`config.mk`:
```
export PLATFORM = sky130hd
export DESIGN_NAME = instr_fetch
export DESIGN_NICKNAME = d
export VERILOG_FILES = /design/src/rtl/fetch_pkg.sv /design/src/rtl/flopr.sv /design/src/rtl/instr_fetch.sv
export SDC_FILE = /design/constraint.sdc
export NUM_CORES = 1
export LEC_CHECK = 0
export ABC_AREA = 1
export CAP_MARGIN = 20
export CORE_MARGIN = 2
export CORE_UTILIZATION = 52
export CTS_CLUSTER_DIAMETER = 30
export CTS_CLUSTER_SIZE = 20
export DETAILED_ROUTE_END_ITERATION = 12
export PLACE_DENSITY_LB_ADDON = 0.2
export SKIP_LAST_GASP = 1
export SYNTH_ARGS = -nofsm -noshare
export SYNTH_HDL_FRONTEND = slang
export SYNTH_HIERARCHICAL = 1
export SYNTH_SLANG_ARGS = --single-unit
```
`constraint.sdc`:
```
create_clock -name clk -period 6.1 [get_ports clk]
set_clock_uncertainty 0.2 [all_clocks]
set_input_delay 1.22 -clock clk [delete_from_list [all_inputs] [get_ports clk]]
set_output_delay 1.22 -clock clk [all_outputs]
set_load 0.01 [all_outputs]
```
`src/rtl/fetch_pkg.sv`:
```
// Shared types and constants for the instruction fetch stage.
package fetch_pkg;

   localparam int unsigned PC_WIDTH  = 64;
   localparam int unsigned IMEM_AW   = 6;
   localparam int unsigned INSTR_W   = 32;
   localparam int unsigned COUNT_W   = 32;

   localparam logic [INSTR_W-1:0] HALT_WORD = 32'hb400001f;

   typedef enum logic {
      RUN  = 1'b0,
      HALT = 1'b1
   } fetch_state_t;

   // Saturating increment for the accepted-instruction counter.
   function automatic logic [COUNT_W-1:0] sat_inc(input logic [COUNT_W-1:0] v);
      sat_inc = (v == {COUNT_W{1'b1}}) ? v : v + COUNT_W'(1);
   endfunction

endpackage

```
`src/rtl/flopr.sv`:
```
// Parameterised-width flip-flop with asynchronous active-high reset to zero and load enable.
module flopr #(
   parameter int unsigned WIDTH = 8
) (
   input  logic             clk,
   input  logic             reset,
   input  logic             en,
   input  logic [WIDTH-1:0] d,
   output logic [WIDTH-1:0] q
);

   always_ff @(posedge clk or posedge reset) begin
      if (reset)
         q <= '0;
      else if (en)
         q <= d;
   end

endmodule

```
`src/rtl/instr_fetch.sv`:
```
// Instruction fetch stage: PC register, next-PC selection, IF/ID pipeline register and halt detection.
module instr_fetch
   import fetch_pkg::*;
#(
   parameter int unsigned N = PC_WIDTH
) (
   input  logic         clk,
   input  logic         reset,
   input  logic         stall_D,
   input  logic         branch_taken,
   input  logic [N-1:0] branch_target,
   output logic [5:0]   imem_addr,
   input  logic [31:0]  imem_q,
   output logic [31:0]  instr_D,
   output logic [N-1:0] pc_D,
   output logic         valid_D,
   output logic         halted,
   output logic [31:0]  fetch_count
);

   fetch_state_t state;
   logic [N-1:0] pc;
   logic [N-1:0] pc_next;
   logic         pc_en;
   logic         is_halt;
   logic         unused_target_lsbs;

   // Branch targets are forced word-aligned, so the low two bits never matter.
   assign unused_target_lsbs = ^branch_target[1:0];

   assign imem_addr = pc[7:2];
   assign is_halt   = (imem_q == HALT_WORD);

   // Next-PC selection: redirect beats stall; the halt word freezes the PC on itself.
   always_comb begin
      pc_next = pc + N'(4);
      pc_en   = 1'b0;
      if (state == RUN) begin
         if (branch_taken) begin
            pc_next = {branch_target[N-1:2], 2'b00};
            pc_en   = 1'b1;
         end else if (!stall_D && !is_halt) begin
            pc_en   = 1'b1;
         end
      end
   end

   flopr #(.WIDTH(N)) u_pc (
      .clk   (clk),
      .reset (reset),
      .en    (pc_en),
      .d     (pc_next),
      .q     (pc)
   );

   // FSM plus IF/ID register.
   always_ff @(posedge clk or posedge reset) begin
      if (reset) begin
         state       <= RUN;
         instr_D     <= '0;
         pc_D        <= '0;
         valid_D     <= 1'b0;
         halted      <= 1'b0;
         fetch_count <= '0;
      end else if (state == RUN) begin
         if (branch_taken) begin
            instr_D <= '0;
            pc_D    <= '0;
            valid_D <= 1'b0;
         end else if (!stall_D) begin
            instr_D     <= imem_q;
            pc_D        <= pc;
            valid_D     <= 1'b1;
            fetch_count <= sat_inc(fetch_count);
            if (is_halt) begin
               state  <= HALT;
               halted <= 1'b1;
            end
         end
      end else begin
         // Drain the halt word once decode is ready; only reset leaves HALT.
         if (!stall_D) begin
            instr_D <= '0;
            valid_D <= 1'b0;
         end
      end
   end

endmodule

```
==> results of run 1 <==
where the power goes:
group	internal, W	leakage [nW]	switching (W)
Sequential	0.00141	2.51	0.000152
Clock	0.000633	0.307	0.000587
Combinational	0.000337	3.97	0.000399
layout make-up:
| type | instances | area (µm²) | share of cell area (%) |
|---|---|---|---|
| repair buffers | 244 | 2430 | 16.9 |
| inverters | 168 | 638 | 4.43 |
| clock buffers | 17 | 425 | 2.95 |
| well taps | 280 | 350 | 2.43 |
| multi-input cells | 1179 | 5480 | 38.0 |
| clock inverters | 15 | 213 | 1.48 |
| flip-flops and latches | 195 | 4880 | 33.8 |
flip-flops by register name (all words and copies together), names as in the netlist:
name	cells
fetch_count	32
halted	1
instr_D	32
pc_D	64
state	1
u_pc/q	64
valid_D	1
critical path, stage by stage:
cell,delay [ps]
clkdlybuf4s50_1,550
inv_1,70
nor2_2,590
inv_6,370
nand2_2,640
buf_4,500
nand2_1,110
nand2_1,90
final timing paths:
| check | from | endpoint | slack [ps] | cells past startpoint |
|---|---|---|---|---|
| worst max-delay path | branch_taken | u_pc/q[19]$_DFFE_PP0P_ | 2100 | 8 |
| worst min-delay path | halted$_DFFE_PP0P_ | halted$_DFFE_PP0P_ | 290 | 1 |
| worst max register to register | state$_DFF_PP0_ | u_pc/q[19]$_DFFE_PP0P_ | 3060 | 6 |
| worst min register to register | halted$_DFFE_PP0P_ | halted$_DFFE_PP0P_ | 290 | 1 |
| max in group asynchronous | reset | u_pc/q[7]$_DFFE_PP0P_ | 3630 | 3 |
| min in group asynchronous | reset | pc_D[43]$_DFFE_PP0P_ | 1010 | 2 |
cells in the mapped netlist:
cell type and n:
a21oi_1 15, a31oi_1 1, a32o_1 38, buf_1 10, buf_2 25, buf_4 1, buf_6 5, clkbuf_1 17
clkbuf_8 6, dfrtp_1 195, ha_1 2, inv_1 165, inv_2 3, mux2i_1 1, nand2_1 582, nand2_4 1
nand3_1 130, nand3_2 3, nand3b_1 4, nand4_1 19, nor2_1 179, nor2_2 6, nor2_4 5, nor3_1 15
nor4_1 8, o21ai_0 92, o21ai_1 1, o21ai_2 1, o21bai_1 7, o22ai_1 2, or2_2 25, xnor2_1 12
xor2_1 30
per-layer routing:
metal / wire (µm) / global-route usage, %
met1: 16100 / 46.0
met5: 0 / 0
met2: 16700 / 48.4
met4: 965 / 9.92
met3: 3080 / 5.16
through the flow:
step | area, µm² | cells
CTS | 14400 | 2097
finish | 14400 | 2098
floorplan | 11400 | 1606
global placement | 13800 | 2065
global route | 14400 | 2098
detailed placement | 13800 | 2065
cells by family (layout without fill, tap and decap cells):
logic type               count (synthesis)  count (layout)  share of synthesized area, %
buffers and inverters                  232             444                          8.83
multiplexers                             1               1                        0.0881
flip-flops                             195             195                          43.0
AND/OR/NAND/NOR                        977             977                          35.9
adder cells (fa/ha/maj)                  2               2                         0.220
XOR/XNOR                                42              42                          3.24
AO/OA/AOI/OAI                          157             157                          8.81
==> qor.yml, run 1 <==
cts_sinks: 195
synth_largest_area_cell: "dfrtp_1"
grt_pass1_wl_mm: 58.4
mostFrequentLayoutCells: "581 x nand2_1, 233 x clkdlybuf4s50_1, 195 x dfrtp_1, 179 x nor2_1, 162 x inv_1"
final_common_cell: "nand2_1"
drt_wl_total_mm: 36.8
worstMarginPinSlew_ps: 814
synth_nets: 1708
io_buffer_count: 233
drv_cap: 0
cts_root_buf: "clkbuf_16"
place.gp.congestion: 1.04
clk_pin_slew_ps: 80
ys_warn_count: 6
gr-usage-all-layers_pct: 31.5
required_ps: 6280
syn2layout_area_growth_pct: 26.9
crit_type: "in2reg"
die_h_um: 152
drc_errors: 0
hpwl_mm: 26.6
end_kind: "flip-flop"
preCtsSetupSlack_ps: 1700
post_cts_resized: 0
vdd_ir_drop_max_uv: 180
drtPass1Iterations: 7
period_needed_ps: 4000
std_cell_rows: 54
core_um2: 21600
synth_top_cell_area_share_pct: 43.0
fill_cells: 1912
grt_max_degree: 91
start_kind: "input pin"
setup_viol: 0
grt_pass1_vias: 10770
h-tree-depth: 4
syn_area_um2: 11400
synth_area_per_cell_um2: 7.07
detail-route-antenna-nets: 0
wire_per_inst_um: 17.5
drtIter0Drc: 1109
avgViaCountPerCell: 5.49
finalSetupTns_ps: 0
fin_util_pct: 66.7
cp.arrival_ps: 4180
initial_core_util_pct: 52.5
outcome: "finished, final reports clean"
rsz0062_at_grt: "false"
cts-hold-fix-buffers: 0
postCtsSetupBuffers: 0
slew_headroom_pct: 45.7
worstSkewPairLatency_ps: 440
fin_total_pwr_w: 0.00352
synth.distinct_cells: 33
die_area_um2: 23000
cellPowerDensity_nw_per_um2: 244
fmax_ghz: 0.250
p_leak_nw: 6.78
die_w_um: 152
whs_ps: 286
clockBufferDepth: 2
cp_max_fo: 65
yosysSeqAreaShare_pct: 43.0
hold_path_class: "reg2reg"
setup_ws_ps: 2100
synthCells: 1606
grt_overflow_total: 0
finalCritPeriodShare_pct: 65.6
n_antenna_cell: 0
layout.nets: 1907
synth_area_leaders: "dfrtp_1 43%, nand2_1 19%, nor2_1 5.9%"
drive_gt1_share_pct: 5.01
antenna_found_initial: 0
cts_tree: "built"
ys_seq_elements: 195
hold_viol: 0
finalMaxSlewViolations: 0
cts_buffers: 17
vias: 11522
ios: 236
Note: power is estimated with default switching activity, not from simulation.
==> run 2: changes to the inputs <==
- clock period: 6.1 -> 3.9 ns (I/O delays scaled with it)
==> qor.yml, run 2 (synthesized netlist as in run 1, its figures left out) <==
fill_cells: 1907
cp_common_cell: "nand2_1"
layout.nets: 1917
io_buffer_count: 233
grt_pass1_vias: 10515
drc_errors: 0
avgViaCountPerCell: 5.48
place.gp.congestion: 1.03
initial_core_util_pct: 52.5
grt_max_degree: 65
rsz0062_at_grt: "false"
hpwl_mm: 26.9
slew_headroom_pct: 46.9
end_kind: "flip-flop"
r2r.worst_path.cells: 10
grt_overflow_total: 0
cp_max_fo: 8
drv_cap: 0
combinationalPowerShare_pct: 21.5
cts_sinks: 195
cp.arrival_ps: 3020
cts_root_buf: "clkbuf_16"
die_h_um: 152
start_kind: "flip-flop"
p_leak_nw: 6.84
pwr-share-clk_pct: 33.1
outcome: "finished, final reports clean"
die_area_um2: 23000
reg2reg_slack_ps: 1060
worstSkewPairLatency_ps: 450
postCtsSetupBuffers: 0
n_antenna_cell: 0
hold_viol: 0
h-tree-depth: 4
setup_viol: 0
critPathTopFamily: "simple AND/OR/NAND/NOR gates"
cts-hold-fix-buffers: 0
finalSetupTns_ps: 0
p_int_w: 0.00363
cts_tree: "built"
seqPwrFrac_pct: 45.4
clk_pin_slew_ps: 80
wire_per_inst_um: 17.0
worstMarginPinSlew_ps: 794
required_ps: 4080
drtIter0Drc: 985
endpoint: "u_pc/q[36]$_DFFE_PP0P_"
drive_gt1_share_pct: 5.53
post_cts_resized: 0
antenna_found_initial: 0
whs_ps: 278
worst-path-stages: 10
final_common_cell: "nand2_1"
finalMaxSlewViolations: 0
worstPathBufferInverterCount: 0
ios: 236
vias: 11557
gr-usage-all-layers_pct: 30.8
cellPowerDensity_nw_per_um2: 371
cpPeakStageDelay_ps: 510
period_needed_ps: 2840
vdd_ir_drop_max_uv: 317
p_sw_share_pct: 32.6
crit_type: "reg2reg"
cp_cell_sequence: "ha_1 -> nand2_1 -> nor2_1 -> nand3_1 -> nor2_1 -> nand2_1 -> xor2_1 -> a21oi_1 -> nand2_1 -> nand2_1"
finalCritPeriodShare_pct: 72.8
die_w_um: 152
std_cell_rows: 54
fmax_ghz: 0.352
detail-route-antenna-nets: 0
drtPass1Iterations: 5
rr_startpoint: "u_pc/q[2]$_DFFE_PP0P_"
reg_top3: "pc_D x64, u_pc/q x64"
timing.rr.end: "u_pc/q[36]$_DFFE_PP0P_"
mostFrequentLayoutCells: "581 x nand2_1, 233 x clkdlybuf4s50_1, 195 x dfrtp_1, 179 x nor2_1, 162 x inv_1"
syn2layout_area_growth_pct: 27.8
critPathSlowestCell: "dfrtp_1"
cts_buffers: 17
grt_pass1_wl_mm: 57.0
drt_wl_total_mm: 35.9
hold_path_class: "reg2reg"
clockBufferDepth: 2
core_um2: 21600
crit_start: "u_pc/q[2]$_DFFE_PP0P_"
p_sw_w: 0.00176
run 2: worst min path at each step:
| stage | startpoint | end | slack (ps) | cells past startpoint |
|---|---|---|---|---|
| floorplan | u_pc/q[0]$_DFFE_PP0P_ | u_pc/q[0]$_DFFE_PP0P_ | 240 | 2 |
| global route | halted$_DFFE_PP0P_ | halted$_DFFE_PP0P_ | 300 | 1 |
| finish | u_pc/q[0]$_DFFE_PP0P_ | u_pc/q[0]$_DFFE_PP0P_ | 280 | 2 |
| CTS | u_pc/q[0]$_DFFE_PP0P_ | u_pc/q[0]$_DFFE_PP0P_ | 280 | 2 |
| detailed placement | u_pc/q[0]$_DFFE_PP0P_ | u_pc/q[0]$_DFFE_PP0P_ | 260 | 2 |
| global placement | u_pc/q[0]$_DFFE_PP0P_ | u_pc/q[0]$_DFFE_PP0P_ | 250 | 2 |
run 2: through the flow:
stage | worst slack, ps | power [W] | cells | instance area [µm²] | util (%)
detailed placement | 735 | 0.00363 | 2075 | 13900 | 64.3
floorplan | 1300 | 0.00307 | 1606 | 11400 | -
global route | 946 | 0.00565 | 2108 | 14500 | 67.1
global placement | 758 | 0.00359 | 2075 | 13900 | 64.3
finish | 1060 | 0.00539 | 2108 | 14500 | 67.1
CTS | 1170 | 0.00540 | 2107 | 14500 | 67.1
run 2: final cells by class:
class / instances / area [µm²] / share of cell area (%)
Multi-Input combinational cell: 1179 / 5480 / 37.8
Sequential cell: 195 / 4880 / 33.6
Timing Repair Buffer: 254 / 2570 / 17.7
Inverter: 168 / 639 / 4.41
Clock buffer: 18 / 439 / 3.03
Tap cell: 280 / 350 / 2.41
Clock inverter: 14 / 154 / 1.06
run 2: power by group through the flow:
stage	logic, W	registers (W)	clock network, W
2_1_floorplan	0.000587	0.00248	0
3_3_place_gp	0.00112	0.00247	0
3_5_place_dp	0.00115	0.00248	0
4_1_cts	0.00115	0.00244	0.00180
5_1_grt	0.00127	0.00248	0.00190
6_report	0.00116	0.00245	0.00179
run 2: worst reg2reg max path, stage by stage (launching register included):
cell and delay [ps]:
dfrtp_1 510, ha_1 300, nand2_1 100, nor2_1 260, nand3_1 150, nor2_1 480, nand2_1 190, xor2_1 190
a21oi_1 200, nand2_1 100, nand2_1 110
run 2: metal layers:
| layer | part of all wire [%] | GRT usage (%) | up-vias |
|---|---|---|---|
| met3 | 8.7 | 6.05 | 44 |
| met1 | 44 | 45.2 | 5485 |
| li1 | - | - | 5500 |
| met5 | 0 | 0 | - |
| met2 | 46 | 47.6 | 528 |
| met4 | 1.6 | 7.08 | 0 |
